==> src/rtl/afifo_pkg.sv <==
`default_nettype none
// +----------------------------------------------------------------------+
// | Module      : afifo_pkg                                              |
// | Description : Shared types and constants for the async-FIFO read-    |
// |               side stream adapter (afifo_rd_stream, afifo_skid_buf). |
// | Revision    : 1.0 - initial release                                  |
// +----------------------------------------------------------------------+
package afifo_pkg;

  // Default FIFO word width
  localparam int DEF_DATA_WIDTH = 32;

  // Number of entries in the prefetch buffer
  localparam int BUF_DEPTH = 2;

  // Width of the statistics counters
  localparam int STAT_W = 32;

  // Buffer occupancy, 0..BUF_DEPTH
  typedef logic [1:0] occ_t;

  // Words still owed to the buffer once this cycle's pop has left:
  // held words plus the one in flight minus the one leaving.
  function automatic logic [2:0] occ_after(occ_t occ, logic infl, logic pop);
    return {1'b0, occ} + {2'b00, infl} - {2'b00, pop};
  endfunction

endpackage : afifo_pkg
`default_nettype wire

==> src/rtl/afifo_skid_buf.sv <==
`default_nettype none
// +----------------------------------------------------------------------+
// | Module      : afifo_skid_buf                                         |
// | Description : Two-entry ordered register buffer. Entry 0 is the      |
// |               head. A pop shifts entry 1 forward; a push lands at    |
// |               index (occ - pop). Flush empties it and wins over      |
// |               push and pop. Valid is a dedicated flop.               |
// | Revision    : 1.0 - initial release                                  |
// +----------------------------------------------------------------------+
module afifo_skid_buf
  import afifo_pkg::*;
#(
  parameter int DATA_WIDTH = DEF_DATA_WIDTH
) (
  input  logic                  rd_clk,
  input  logic                  rst_n,
  input  logic                  push,
  input  logic [DATA_WIDTH-1:0] push_data,
  input  logic                  pop,
  input  logic                  flush,
  output occ_t                  occ,
  output logic                  valid,
  output logic [DATA_WIDTH-1:0] head
);

  occ_t                  r_occ;
  logic                  r_valid;
  logic [DATA_WIDTH-1:0] r_ent0;
  logic [DATA_WIDTH-1:0] r_ent1;

  occ_t                  w_occ_nxt;
  occ_t                  w_wr_idx;
  logic [DATA_WIDTH-1:0] w_ent0_nxt;
  logic [DATA_WIDTH-1:0] w_ent1_nxt;

  // Next buffer contents: shift on pop, then write behind whatever remains
  always_comb begin
    w_ent0_nxt = r_ent0;
    w_ent1_nxt = r_ent1;
    w_occ_nxt  = r_occ;
    w_wr_idx   = r_occ - {1'b0, pop};
    if (flush) begin
      w_occ_nxt = '0;
    end else begin
      if (pop) begin
        w_ent0_nxt = r_ent1;
      end
      if (push) begin
        if (w_wr_idx == 2'd0) begin
          w_ent0_nxt = push_data;
        end else begin
          w_ent1_nxt = push_data;
        end
      end
      w_occ_nxt = r_occ + {1'b0, push} - {1'b0, pop};
    end
  end

  // Buffer state registers; valid is registered so the output has no
  // combinational path from the incoming word
  always_ff @(posedge rd_clk or negedge rst_n) begin
    if (!rst_n) begin
      r_occ   <= '0;
      r_valid <= 1'b0;
      r_ent0  <= '0;
      r_ent1  <= '0;
    end else begin
      r_occ   <= w_occ_nxt;
      r_valid <= (w_occ_nxt != 2'd0);
      r_ent0  <= w_ent0_nxt;
      r_ent1  <= w_ent1_nxt;
    end
  end

  assign occ   = r_occ;
  assign valid = r_valid;
  assign head  = r_ent0;

endmodule : afifo_skid_buf
`default_nettype wire

==> src/rtl/afifo_rd_stream.sv <==
`default_nettype none
// +----------------------------------------------------------------------+
// | Module      : afifo_rd_stream                                        |
// | Description : Converts the async FIFO read port (rd_en/empty, data   |
// |               one cycle after the pop) into a registered valid/ready |
// |               stream using a 2-entry prefetch buffer. Sustains one   |
// |               beat per cycle with full backpressure.                 |
// |               Optional macro AFIFO_RD_STATS_EN enables the beat and  |
// |               stall counters; otherwise both ports read zero.        |
// | Revision    : 1.0 - initial release                                  |
// +----------------------------------------------------------------------+
module afifo_rd_stream
  import afifo_pkg::*;
#(
  parameter int DATA_WIDTH = DEF_DATA_WIDTH
) (
  input  logic                  rd_clk,
  input  logic                  rst_n,
  input  logic                  fifo_empty,
  output logic                  fifo_rd_en,
  input  logic [DATA_WIDTH-1:0] fifo_rd_data,
  input  logic                  flush,
  output logic                  m_valid,
  input  logic                  m_ready,
  output logic [DATA_WIDTH-1:0] m_data,
  output logic [STAT_W-1:0]     beat_cnt,
  output logic [STAT_W-1:0]     stall_cnt
);

  occ_t w_occ;
  logic r_infl;
  logic w_pop;
  logic w_push;

  // A beat leaves only when the stream handshakes; flush discards it
  assign w_pop  = m_valid && m_ready;

  // The word returning from last cycle's pop is captured unless flushed
  assign w_push = r_infl && !flush;

  // Prefetch only while the buffer has room for everything already owed.
  // Gated by rst_n so no pop is requested while reset is held.
  assign fifo_rd_en = rst_n && !fifo_empty && !flush &&
                      (occ_after(w_occ, r_infl, w_pop) < 3'(BUF_DEPTH));

  // In-flight flag: a pop this cycle means data arrives next cycle
  always_ff @(posedge rd_clk or negedge rst_n) begin
    if (!rst_n) begin
      r_infl <= 1'b0;
    end else begin
      r_infl <= fifo_rd_en;
    end
  end

  afifo_skid_buf #(
    .DATA_WIDTH (DATA_WIDTH)
  ) u_skid_buf (
    .rd_clk    (rd_clk),
    .rst_n     (rst_n),
    .push      (w_push),
    .push_data (fifo_rd_data),
    .pop       (w_pop && !flush),
    .flush     (flush),
    .occ       (w_occ),
    .valid     (m_valid),
    .head      (m_data)
  );

`ifdef AFIFO_RD_STATS_EN
  logic [STAT_W-1:0] r_beat_cnt;
  logic [STAT_W-1:0] r_stall_cnt;

  // Free-running statistics, cleared only by reset; beats lost to a
  // flush are not counted
  always_ff @(posedge rd_clk or negedge rst_n) begin
    if (!rst_n) begin
      r_beat_cnt  <= '0;
      r_stall_cnt <= '0;
    end else begin
      if (w_pop && !flush) begin
        r_beat_cnt <= r_beat_cnt + STAT_W'(1);
      end
      if (m_valid && !m_ready) begin
        r_stall_cnt <= r_stall_cnt + STAT_W'(1);
      end
    end
  end

  assign beat_cnt  = r_beat_cnt;
  assign stall_cnt = r_stall_cnt;
`else
  assign beat_cnt  = '0;
  assign stall_cnt = '0;
`endif

endmodule : afifo_rd_stream
`default_nettype wire

==> config.mk <==
export PLATFORM = sky130hd
export DESIGN_NAME = afifo_rd_stream
export DESIGN_NICKNAME = d
export VERILOG_FILES = /design/src/rtl/afifo_pkg.sv /design/src/rtl/afifo_skid_buf.sv /design/src/rtl/afifo_rd_stream.sv
export SDC_FILE = /design/constraint.sdc
export NUM_CORES = 1
export LEC_CHECK = 0
export CORE_MARGIN = 8
export CORE_UTILIZATION = 25
export CTS_CLUSTER_DIAMETER = 80
export DETAILED_ROUTE_END_ITERATION = 16
export PLACE_DENSITY = 0.52
export SLEW_MARGIN = 5
export SYNTH_ARGS = -nofsm -noshare
export SYNTH_HDL_FRONTEND = slang
export SYNTH_SLANG_ARGS = --single-unit
==> constraint.sdc <==
create_clock -name rd_clk -period 6.3 [get_ports rd_clk]
set_input_delay 1.26 -clock rd_clk [delete_from_list [all_inputs] [get_ports rd_clk]]
set_output_delay 1.26 -clock rd_clk [all_outputs]
set_load 0.01 [all_outputs]
==> results.toml, run 1 <==
[timing]
setup_tns_ps = 0
min_period_ps = 5130
whs_ps = 481
post-route-period-util = 0.814
setup_viol = 0
relSlewSlack = 0.280
hold_viol = 0
worst_slew_pin_slew_ps = 1080
finalClockSkew_ps = 6.90
rsz0062_at_grt = "false"
slew_viol_final = 0
clock.fmax_ghz = 0.195

[cells_and_area]
area_delta_synth_final_pct = 25.2
mostFrequentLayoutCells = "69 x clkdlybuf4s50_1, 68 x dfrtp_1, 64 x conb_1, 32 x mux2_2, 28 x nand3b_1"
instances_no_fill = 530
finish.instance_area_um2 = 4380
nFillCells = 1416
diodes = 0
drive_gt1_frac = 0.174
nets = 385
final_common_cell = "clkdlybuf4s50_1"

[floorplan]
fp.dieArea_um2 = 18000
die_w_um = 134
start_util = 0.254
num_rows = 43
core_um2 = 13800
die_h_um = 134
io_pins = 135

[cts]
cts_hold_buffers = 0
clk_pin_slew_ps = 50
insertion_delay_ps = 340
htreeDepth = 3
cts_tree = "done"
post_cts_buffers = 0
root_buffer = "clkbuf_16"
numCtsBuffers = 9
cts.path.max_buffers = 2
cts_resized = 0
numClockSinks = 68

[route]
wire_per_inst_um = 15.9
dr.pass1.iters = 4
viasPerCell = 4.15
ant_nets = 0
route.vias.total = 2201
routed_wl_um = 8430
drt_iter0_markers = 72
drc = 0

[place]
hpwl_um = 5690
routabilityCongestion = 0.721
place_inst = 514
dpl-instance-area_um2 = 4090
io_buffers = 70

[outcome]
status = "completed"

[setup_path]
critPathSlowestCell = "clkdlybuf4s50_1"
path_max_fanout = 5
reg2reg_slack_ps = 3700
end_kind = "output pin"
start_kind = "primary input"
worst-setup-path-type = "in2out"
path_buf_inv = 2
cp_common_cell = "clkdlybuf4s50_1"
path_delay_family = "buffers and inverters"
worst_path_largest_cell_delay_ps = 610
cp_data_arrival_time_ps = 3870
crit_chain = "clkdlybuf4s50_1 > and2_1 > ha_1 > nand2b_1 > fa_1 > nand2_1 > nor4_1 > clkdlybuf4s50_1"
required_ps = 5040

[synth]
post_synth_instance_area_um2 = 3500
ys.flop_type = "dfrtp_1"
synth_seq_cells = 68
ys_warn_count = 0
async_reset_ff_frac = 1.00
yosysSeqAreaShare = 0.486
synth-edff-count = 0
netlist-cell-type-count = 32
syn-instance-count = 277
syn_area_per_cell_um2 = 12.6

[min_path]
hold_class = "reg2reg"

[global_routing]
grt_first_pass_wirelength_um = 13500
grt_start_max_net_pins = 69
grt_usage = 0.0959
gr-total-overflow = 0
antenna_found_initial = 0
grt_pass1_vias = 2450

[power]
power.total_w = 0.00185
p_leak_nw = 1.86
irDropWorstVdd_v = 0.000155
powerDensity_nw_per_um2 = 422

[run]
maxCapViolCount = 0
## final cells by class
| type | count | area [µm²] | share of cell area |
|---|---|---|---|
| Tap cell | 180 | 225 | 0.0514 |
| Sequential cell | 68 | 1700 | 0.389 |
| Inverter | 4 | 15.0 | 0.00343 |
| Timing Repair Buffer | 75 | 736 | 0.168 |
| Multi-Input combinational cell | 187 | 1410 | 0.323 |
| Clock inverter | 4 | 22.5 | 0.00514 |
| Clock buffer | 12 | 267 | 0.0609 |
## kinds of logic after synthesis
kind of cell             synth area share
adder cells (fa/ha/maj)            0.0129
multiplexers                        0.109
AND/OR/NAND/NOR                    0.0944
XOR/XNOR                          0.00751
buffers and inverters               0.177
AO/OA/AOI/OAI                       0.111
flip-flops                          0.486
other                             0.00107
## where the power goes
part / switching [W] / internal, W
registers: 0.000107 / 0.000640
logic: 0.000214 / 0.000398
clock network: 0.000192 / 0.000296
total: 0.000513 / 0.00133
## layer usage
layer / track usage / wire (µm) / share of wire
met1: 0.116 / 3750 / 0.44
met2: 0.144 / 3770 / 0.45
met3: 0.0344 / 724 / 0.086
met4: 0.0561 / 191 / 0.023
met5: 0 / 0 / 0
## registers in the layout, indices dropped and copies added, names as in the netlist
name	count
u_skid_buf.head	32
r_infl	1
u_skid_buf.r_ent1	32
u_skid_buf.occ	2
u_skid_buf.valid	1
## final timing paths
check	endpoint	startpoint	cells after the start
min reg2reg	u_skid_buf.r_ent1[5]	u_skid_buf.r_ent1[5]	1
max in group asynchronous	u_skid_buf.r_ent1[15]	rst_n	2
min	u_skid_buf.r_ent1[5]	u_skid_buf.r_ent1[5]	1
min in group asynchronous	u_skid_buf.r_ent1[2]	rst_n	2
max	fifo_rd_en	m_ready	8
max reg2reg	u_skid_buf.r_ent1[10]	u_skid_buf.occ[0]	4
## synth_stat cells, types with 2 or more instances
master    number  area [µm²]
ha_1           2        25.0
buf_1          3        11.3
o221a_1       20         225
nor2_1         3        11.3
buf_6          8        90.1
xnor2_1        2        17.5
o221a_2        5        56.3
a221o_1        6        60.1
mux2_1         2        22.5
mux2_2        32         360
dfrtp_1       68        1700
nand2b_1       2        12.5
buf_4         64         480
clkbuf_1       5        18.8
inv_1          4        15.0
and3_1         7        43.8
a21oi_1        2        10.0
nand3b_1      28         210
## per-stage QoR
stage / worst slack [ps] / util
after floorplan: 2270 / -
after global placement: 1290 / 0.297
after detailed placement: 1220 / 0.297
after CTS: 1190 / 0.318
after global routing: 1060 / 0.318
final: 1170 / 0.318
Power figures use the tool's default switching activity.
==> run 2: changes to the inputs <==
- clock period: 6.3 -> 5.05 ns (I/O delays scaled with it)
==> run 2 against run 1 <==
Against the previous run:
- worst hold slack gained 8.3 ps
- setup slack lost 660 ps
- largest cell class unchanged
- first-iteration DRC count grew 8.3%
- critical path depth is the same
==> results.toml, run 2 (same netlist as run 1, synthesis figures left out) <==
[outcome]
status = "completed"

[cells_and_area]
nets = 385
mostFrequentLayoutCells = "69 x clkdlybuf4s50_1, 68 x dfrtp_1, 64 x conb_1, 32 x mux2_2, 28 x nand3b_1"
final_common_cell = "clkdlybuf4s50_1"
drive_gt1_frac = 0.174
nFillCells = 1411
area_delta_synth_final_pct = 27.7
diodes = 0

[timing]
fin_ws_ps = 514
setup_viol = 0
min_period_ps = 4540
hold_viol = 0
slew_viol_final = 0
finalClockSkew_ps = 3.79
clock.fmax_ghz = 0.220
setup_tns_ps = 0
rsz0062_at_grt = "false"
relSlewSlack = 0.298
post-route-period-util = 0.898
worst_slew_pin_slew_ps = 1050

[cts]
root_buffer = "clkbuf_16"
cts_hold_buffers = 0
cts_resized = 0
cts_tree = "done"
post_cts_buffers = 0
numClockSinks = 68
cts.path.max_buffers = 2
htreeDepth = 3
insertion_delay_ps = 330
numCtsBuffers = 9
clk_pin_slew_ps = 60

[setup_path]
reg2reg_depth = 4
cp_common_cell = "clkdlybuf4s50_1"
r2r-start = "u_skid_buf.occ[0]"
worst-setup-path-type = "in2out"
worst_path_largest_cell_delay_ps = 610
worstReg2RegEnd = "u_skid_buf.r_ent1[6]"
path_max_fanout = 5
crit_chain = "clkdlybuf4s50_1 > and2_1 > ha_1 > nand2b_1 > fa_1 > nand2_1 > nor4_1 > clkdlybuf4s50_1"
reg2reg_slack_ps = 2640
end_kind = "output pin"
critPathSlowestCell = "clkdlybuf4s50_1"
path_buf_inv = 2
cp_data_arrival_time_ps = 3530
required_ps = 4040
path_delay_family = "buffers and inverters"
start_kind = "primary input"

[place]
io_buffers = 70
pre_cts_ws_ps = 483
routabilityCongestion = 0.709
hpwl_um = 5650

[power]
pwr-share-clk = 0.313
p_leak_nw = 1.90
irDropWorstVdd_v = 0.000196
sw_frac_of_total = 0.258
switchingPower_w = 0.000635
power_frac_comb = 0.310
power_frac_seq = 0.378
internal_power_w = 0.00183
powerDensity_nw_per_um2 = 551

[min_path]
holdPathEnd = "u_skid_buf.r_ent1[30]"
hold_class = "reg2reg"
holdPathStages = 1
hp-start = "u_skid_buf.r_ent1[30]"

[floorplan]
core_um2 = 13800
fp.dieArea_um2 = 18000
die_h_um = 134
io_pins = 135
die_w_um = 134
start_util = 0.254
num_rows = 43

[global_routing]
grt_pass1_vias = 2387
grt_first_pass_wirelength_um = 13300
grt_start_max_net_pins = 69
antenna_found_initial = 0
gr-total-overflow = 0
grt_usage = 0.0934

[route]
wire_per_inst_um = 15.6
viasPerCell = 4.21
drc = 0
ant_nets = 0
drt_iter0_markers = 78
route.vias.total = 2229
routed_wl_um = 8280
dr.pass1.iters = 6

[run]
maxCapViolCount = 0
## run 2: cell types whose count changed in the layout (fill, tap and decap cells not counted)
cell and change:
clkinvlp_4 -1, buf_12 +1, buf_4 -1, clkbuf_8 -3, clkinv_4 +1, clkinv_2 -1, bufinv_16 +4
## run 2: worst max path at each step
stage	cells after the start	slack (ps)	startpoint	to
finish	8	510	m_ready	fifo_rd_en
global route	8	350	m_ready	fifo_rd_en
CTS	8	490	m_ready	fifo_rd_en
detailed placement	8	480	m_ready	fifo_rd_en
global placement	8	570	m_ready	fifo_rd_en
floorplan	6	1520	m_ready	fifo_rd_en
## run 2: worst reg2reg max path, delay by kind of cell (launching register included)
kind / cells / cell delay [ps]
AO/OA/AOI/OAI: 1 / 960
flip-flops: 1 / 440
multiplexers: 1 / 360
AND/OR/NAND/NOR: 1 / 270
buffers and inverters: 1 / 270
## run 2: final cells by class
class,count,area [µm²],area share
Clock inverter,7,139,0.0311
Clock buffer,9,225,0.0504
Sequential cell,68,1700,0.381
Timing Repair Buffer,75,748,0.168
Multi-Input combinational cell,187,1410,0.316
Tap cell,180,225,0.0504
Inverter,4,15.0,0.00336
## run 2: power by group through the flow
stage	logic (W)	clock network [W]	registers, W
after floorplan	0.000394	0	0.000972
after global placement	0.000761	0	0.000934
after detailed placement	0.000776	0	0.000939
after CTS	0.000777	0.000794	0.000934
after global routing	0.000822	0.000822	0.000971
final	0.000762	0.000770	0.000929
## run 2: per-layer routing
metal / wire (µm) / vias up / global-route usage
met5: 0 / - / 0
met4: 152 / 0 / 0.0468
met3: 663 / 11 / 0.0314
met2: 3660 / 87 / 0.139
met1: 3800 / 1124 / 0.118
li1: - / 1007 / -
## run 2: per-stage QoR
step	power, W	utilization	std cells	cell area (µm²)	hold slack (ps)
detailed placement	0.00171	0.298	514	4100	478
global route	0.00261	0.324	530	4470	508
floorplan	0.00137	-	340	3730	448
global placement	0.00170	0.298	514	4100	460
finish	0.00246	0.324	530	4470	489
CTS	0.00250	0.324	530	4470	494
==> run 3: changes to the inputs <==
- CTS_CLUSTER_SIZE: default -> 14
==> results of run 3 <==
The final DEF is identical to that of run 2; final timing and power are the same.
==> RTL change 1: new RTL, settings of run 3 <==
The option `AFIFO_RD_STATS_EN` is turned on by a define.
--- a/src/rtl/afifo_rd_stream.sv
+++ b/src/rtl/afifo_rd_stream.sv
@@ -9,6 +9,8 @@
 // |               stall counters; otherwise both ports read zero.        |
 // | Revision    : 1.0 - initial release                                  |
 // +----------------------------------------------------------------------+
+`define AFIFO_RD_STATS_EN
+
 module afifo_rd_stream
   import afifo_pkg::*;
 #(
Function: changed (a bounded check fails within 4 cycles, from zero or initial values and one cycle with rst_n low).
==> RTL change 1 against run 3 <==
Wire length is 80% higher. Global-route usage is 1.7 points higher. Power is 33% higher. Critical endpoint unchanged. Final area is 81% higher. Worst setup slack worse by 170 ps. Highest routed layer is now met5. Sequential cell count is 64 higher. Clock power is 55% higher. Area after synthesis is 67% higher.
==> RTL change 1: results (changes against run 3) <==
Drt
  – DRT Pass-1 Iters: 4 (-2)
  – DRT iter0 DRCs: 303 (+290%)
  – Via count: 4206 (+89%)
  – Routed WL per cell: 15.5 um (-0.93%)

Placement
  – Gpl congestion: 0.765 (+7.9%)
  – I/O Buffers: 134 (+91%)

CTS
  – Post-CTS Resized: 0 (unchanged)
  – Clock Latency Late Sink: 410 ps (+80 ps)
  – Cts bufs inserted: 17 (+8)
  – Clock root cell: clkbuf_16
  – CTS H-tree depth: 4 (+1)

Finish
  – ANT cells: 0 (unchanged)
  – Net count, final: 676 (+76%)
  – Share of cells above drive strength 1: 12.7% (-4.7 points)

GRT
  – Initial antenna violation count: 1 (+1)
  – Vias in the first global route: 4648 (+95%)
  – Global-route wire length before repair: 24900 um (+87%)

Power
  – VDD IR max: 0.187 mV (-4.5%)
  – Sw Ratio: 27.0% (+1.2 points)
  – P_leak: 3.73 nW (+96%)

Worst setup path
  – CP arrival: 3700 ps (+170 ps)
  – Reg-to-reg startpoint: u_skid_buf.valid$_DFF_PN0_
  – CP max stage delay: 680 ps (+70 ps)

Synthesis
  – Sequential area share after synthesis: 56.5% (+7.9 points)
  – Post-synth top cells: 132 x dfrtp_1, 56 x nand2_1, 39 x xnor2_1, 33 x mux2_2
  – Synth area leaders: dfrtp_1 57%, mux2_2 6.4%, xnor2_1 5.8%
  – Synth cell types: 38 (+19%)

STA
  – Worst slew margin: 26.1% (-3.7 points)
  – Clock skew after layout: 5.06 ps (+1.28 ps)

Hold path
  – Hold Path Origin: beat_cnt[31]$_DFFE_PN0P_

Outcome
  – Status: finished, final reports clean
-- RTL change 1: cell count changes after synthesis, moves of 11 or more --
cell	before	now
nand2_1	1	56
o21ai_0	0	32
nand4_1	0	20
o221a_1	20	0
nand3_1	1	18
buf_4	64	1
nand3b_1	28	2
nor3_1	0	11
xnor2_1	2	39
mux2i_1	0	32
dfrtp_1	68	132
xor2_1	1	26
-- RTL change 1: metrics by stage --
| step | cell area, um2 | hold slack (ps) | instances | utilization (%) | worst slack [ps] |
|---|---|---|---|---|---|
| final | 8110 | 468 | 965 | 34.9 | 340 |
| after global placement | 7540 | 461 | 934 | 32.5 | 390 |
| after floorplan | 5840 | 479 | 496 | - | 1510 |
| after CTS | 8110 | 473 | 965 | 34.9 | 317 |
| after detailed placement | 7540 | 459 | 934 | 32.5 | 346 |
| after global routing | 8110 | 489 | 965 | 34.9 | 163 |
-- RTL change 1: cell families after synthesis --
logic type | after synthesis | share of synthesized area, %
xor gates and xnor gates | 65 | 9.75
buffers and inverters | 28 | 2.08
and+or+nand+nor | 164 | 15.3
adders and majority gates | 5 | 1.20
DFF | 132 | 56.5
muxes | 65 | 11.8
AOI/OAI and AO/OA | 37 | 3.30
-- RTL change 1: final cells by class --
type                            instances  area (um2)
Clock buffer                           22         454
Inverter                                7        26.3
Fill cell                            2290       15100
Tap cell                              319         399
Multi-Input combinational cell        336        2430
Sequential cell                       132        3300
Clock inverter                          9         106
Timing Repair Buffer                  140        1390
-- RTL change 1: power groups by stage --
stage	Clock, W	Sequential (W)	Combinational, W
global placement	0	0.00141	0.000689
finish	0.00119	0.00140	0.000691
detailed placement	0	0.00142	0.000707
CTS	0.00123	0.00140	0.000710
global route	0.00128	0.00143	0.000765
floorplan	0	0.00145	0.000248
-- RTL change 1: critical path: cells and delay by family --
kind / cells / cell delay (ps)
buffers and inverters: 3 / 1280
and+or+nand+nor: 4 / 710
adders and majority gates: 2 / 690
-- RTL change 1: path summary, 6_finish.rpt --
path	end	slack, ps	cells past startpoint
hold / removal	beat_cnt[31]$_DFFE_PN0P_	470	1
hold reg to reg	beat_cnt[31]$_DFFE_PN0P_	470	1
max in group asynchronous	beat_cnt[12]$_DFFE_PN0P_	2840	3
min in group asynchronous	beat_cnt[1]$_DFFE_PN0P_	790	2
setup / recovery	fifo_rd_en	340	9
setup reg to reg	u_skid_buf.head[10]$_DFFE_PN0N_	2810	5
-- RTL change 1: metal layers --
| metal | vias up | global-route usage, % | wire [um] |
|---|---|---|---|
| met5 | - | 0 | 10 |
| met4 | 2 | 4.46 | 238 |
| met3 | 19 | 3.82 | 1040 |
| met2 | 96 | 18.5 | 7310 |
| met1 | 2083 | 12.8 | 6330 |
| li1 | 2006 | - | - |
==> RTL change 2: new RTL, flow settings as in run 3 <==
Without the edit above. `STAT_W`: 32 -> 16.
--- a/src/rtl/afifo_pkg.sv
+++ b/src/rtl/afifo_pkg.sv
@@ -14,7 +14,7 @@
   localparam int BUF_DEPTH = 2;
 
   // Width of the statistics counters
-  localparam int STAT_W = 32;
+  localparam int STAT_W = 16;
 
   // Buffer occupancy, 0..BUF_DEPTH
   typedef logic [1:0] occ_t;
Interface: changed (resized beat_cnt and stall_cnt); port bits go from 135 to 103. No check against the original RTL was run, so the function may have changed too.
==> RTL change 2 against run 3 <==
Synthesized cell count is 12% lower. Non-clock buffer count is the same. First-iteration DRC count rose by 9.0%. Power shrank 7.0%. Worst setup slack worse by 1.0 ps. Maximum frequency about the same. Area after synthesis fell by 6.9%. Clock power down 21%. Sequential cell count did not move. Worst hold slack worse by 9.2 ps. Wire length fell by 4.4%. Final area decreased by 5.0%. Critical path type unchanged.
==> RTL change 2: results (changes against run 3) <==
GRT
  – Global-route wire length before repair: 12400 um (-6.5%)
  – Vias in the first global route: 2233 (-6.5%)
  – Global-route usage over all layers: 9.70% (+0.36 points)
  – GR Util met3: 4.00% (+0.86 points)
  – Met1 GRT Util: 11.7% (-0.067 points)
  – Largest net degree at the start of global routing: 40 (-42%)
  – Met2 Use GR: 15.1% (+1.1 points)

Finish
  – Area occupied by multi-input gates: 1290 um2 (-8.5%)
  – Filler cells: 1275 (-9.6%)
  – Share of cells above drive strength 1: 18.0% (+0.55 points)
  – Net count, final: 353 (-8.3%)

Synthesis
  – Sequential area share after synthesis: 52.2% (+3.6 points)
  – Synth area leaders: dfrtp_1 52%, mux2_2 11%, buf_4 7.4%
  – Synth cell types: 32 (unchanged)
  – Post-synth top cells: 68 x dfrtp_1, 32 x buf_4, 32 x mux2_2, 28 x nand3b_1, 20 x o221a_1

Drt
  – Via count: 2093 (-6.1%)
  – DRT Pass-1 Iters: 4 (-2)
  – DRT iter0 DRCs: 85 (+9.0%)
  – Routed WL per cell: 16.2 um (+3.7%)

CTS
  – Clock tree buffer depth: 2 (unchanged)
  – Cts bufs inserted: 9 (unchanged)
  – Post-CTS Resized: 0 (unchanged)
  – Setup repair bufs after CTS: 0 (unchanged)
  – Clock Pin Slew Worst Setup and Hold Paths: 50 ps

Placement
  – HPWL Detailed: 5400 um (-4.5%)
  – Gpl congestion: 0.765 (+7.9%)
  – I/O Buffers: 70 (unchanged)
  – Pre-CTS setup slack: 504 ps (+21.6 ps)
  – Dpl cell area: 3960 um2 (-3.5%)

Flow run
  – Max Cap Viol: 0 (unchanged)

Power
  – P_sw: 0.000602 W (-5.1%)
  – VDD IR max: 0.150 mV (-23%)
  – Pwr/cell area: 539 nW/um2 (-2.1%)
  – P_leak: 1.75 nW (-7.7%)

Worst setup path
  – Critical-path maximum fanout: 5 (unchanged)
  – R2r setup slk: 2660 ps (+20 ps)

Outcome
  – Status: finished, final reports clean

STA
  – Clock skew after layout: 5.12 ps (+1.34 ps)
  – Worst-Margin Slew: 1120 ps (+68.4 ps)
  – Setup ws final: 513 ps (-1.03 ps)
[RTL change 2: through the flow]
step                instances  hold slack [ps]
finish                    489              480
global route              489              505
CTS                       489              483
detailed placement        474              470
global placement          474              458
floorplan                 276              448
[RTL change 2: routing by layer]
layer	vias up	part of all wire, %
met4	0	0.56
met2	75	47
li1	976	-
met1	1038	45
met3	4	8.2
met5	-	0
[RTL change 2: final timing paths]
check / start / end
worst max-delay path: m_ready / fifo_rd_en
worst min-delay path: u_skid_buf.r_ent1[5]$_DFFE_PN0P_ / u_skid_buf.r_ent1[5]$_DFFE_PN0P_
worst max register to register: u_skid_buf.occ[0]$_DFF_PN0_ / u_skid_buf.r_ent1[13]$_DFFE_PN0P_
worst min register to register: u_skid_buf.r_ent1[5]$_DFFE_PN0P_ / u_skid_buf.r_ent1[5]$_DFFE_PN0P_
max in group asynchronous: rst_n / u_skid_buf.r_ent1[13]$_DFFE_PN0P_
min in group asynchronous: rst_n / u_skid_buf.head[20]$_DFFE_PN0N_
[RTL change 2: kinds of logic after synthesis]
family                   synth area share (%)
flip-flops                               52.2
buffers and inverters                    11.7
AND/OR/NAND/NOR                          10.1
AO/OA/AOI/OAI                            11.9
multiplexers                             11.8
adder cells (fa/ha/maj)                  1.38
XOR/XNOR                                0.807
other                                   0.115
[RTL change 2: worst max-delay path, stage by stage]
cell and delay [ps]:
clkdlybuf4s50_1 520, and2_1 160, ha_1 220, nand2b_1 160, fa_1 490, nand2_1 50
nor4_1 310, clkdlybuf4s50_1 610
[RTL change 2: power by group through the flow]
stage / Combinational (W) / Clock, W / Sequential (W)
floorplan: 0.000366 / 0 / 0.000972
global placement: 0.000750 / 0 / 0.000930
detailed placement: 0.000765 / 0 / 0.000941
CTS: 0.000766 / 0.000636 / 0.000933
global route: 0.000806 / 0.000657 / 0.000963
finish: 0.000751 / 0.000609 / 0.000930
[RTL change 2: layout make-up]
class,count,share of cell area [%]
Clock buffer,13,5.89
Timing Repair Buffer,75,17.3
Multi-Input combinational cell,155,30.4
Tap cell,172,5.07
Inverter,4,0.354
Sequential cell,68,40.1
Clock inverter,2,0.825
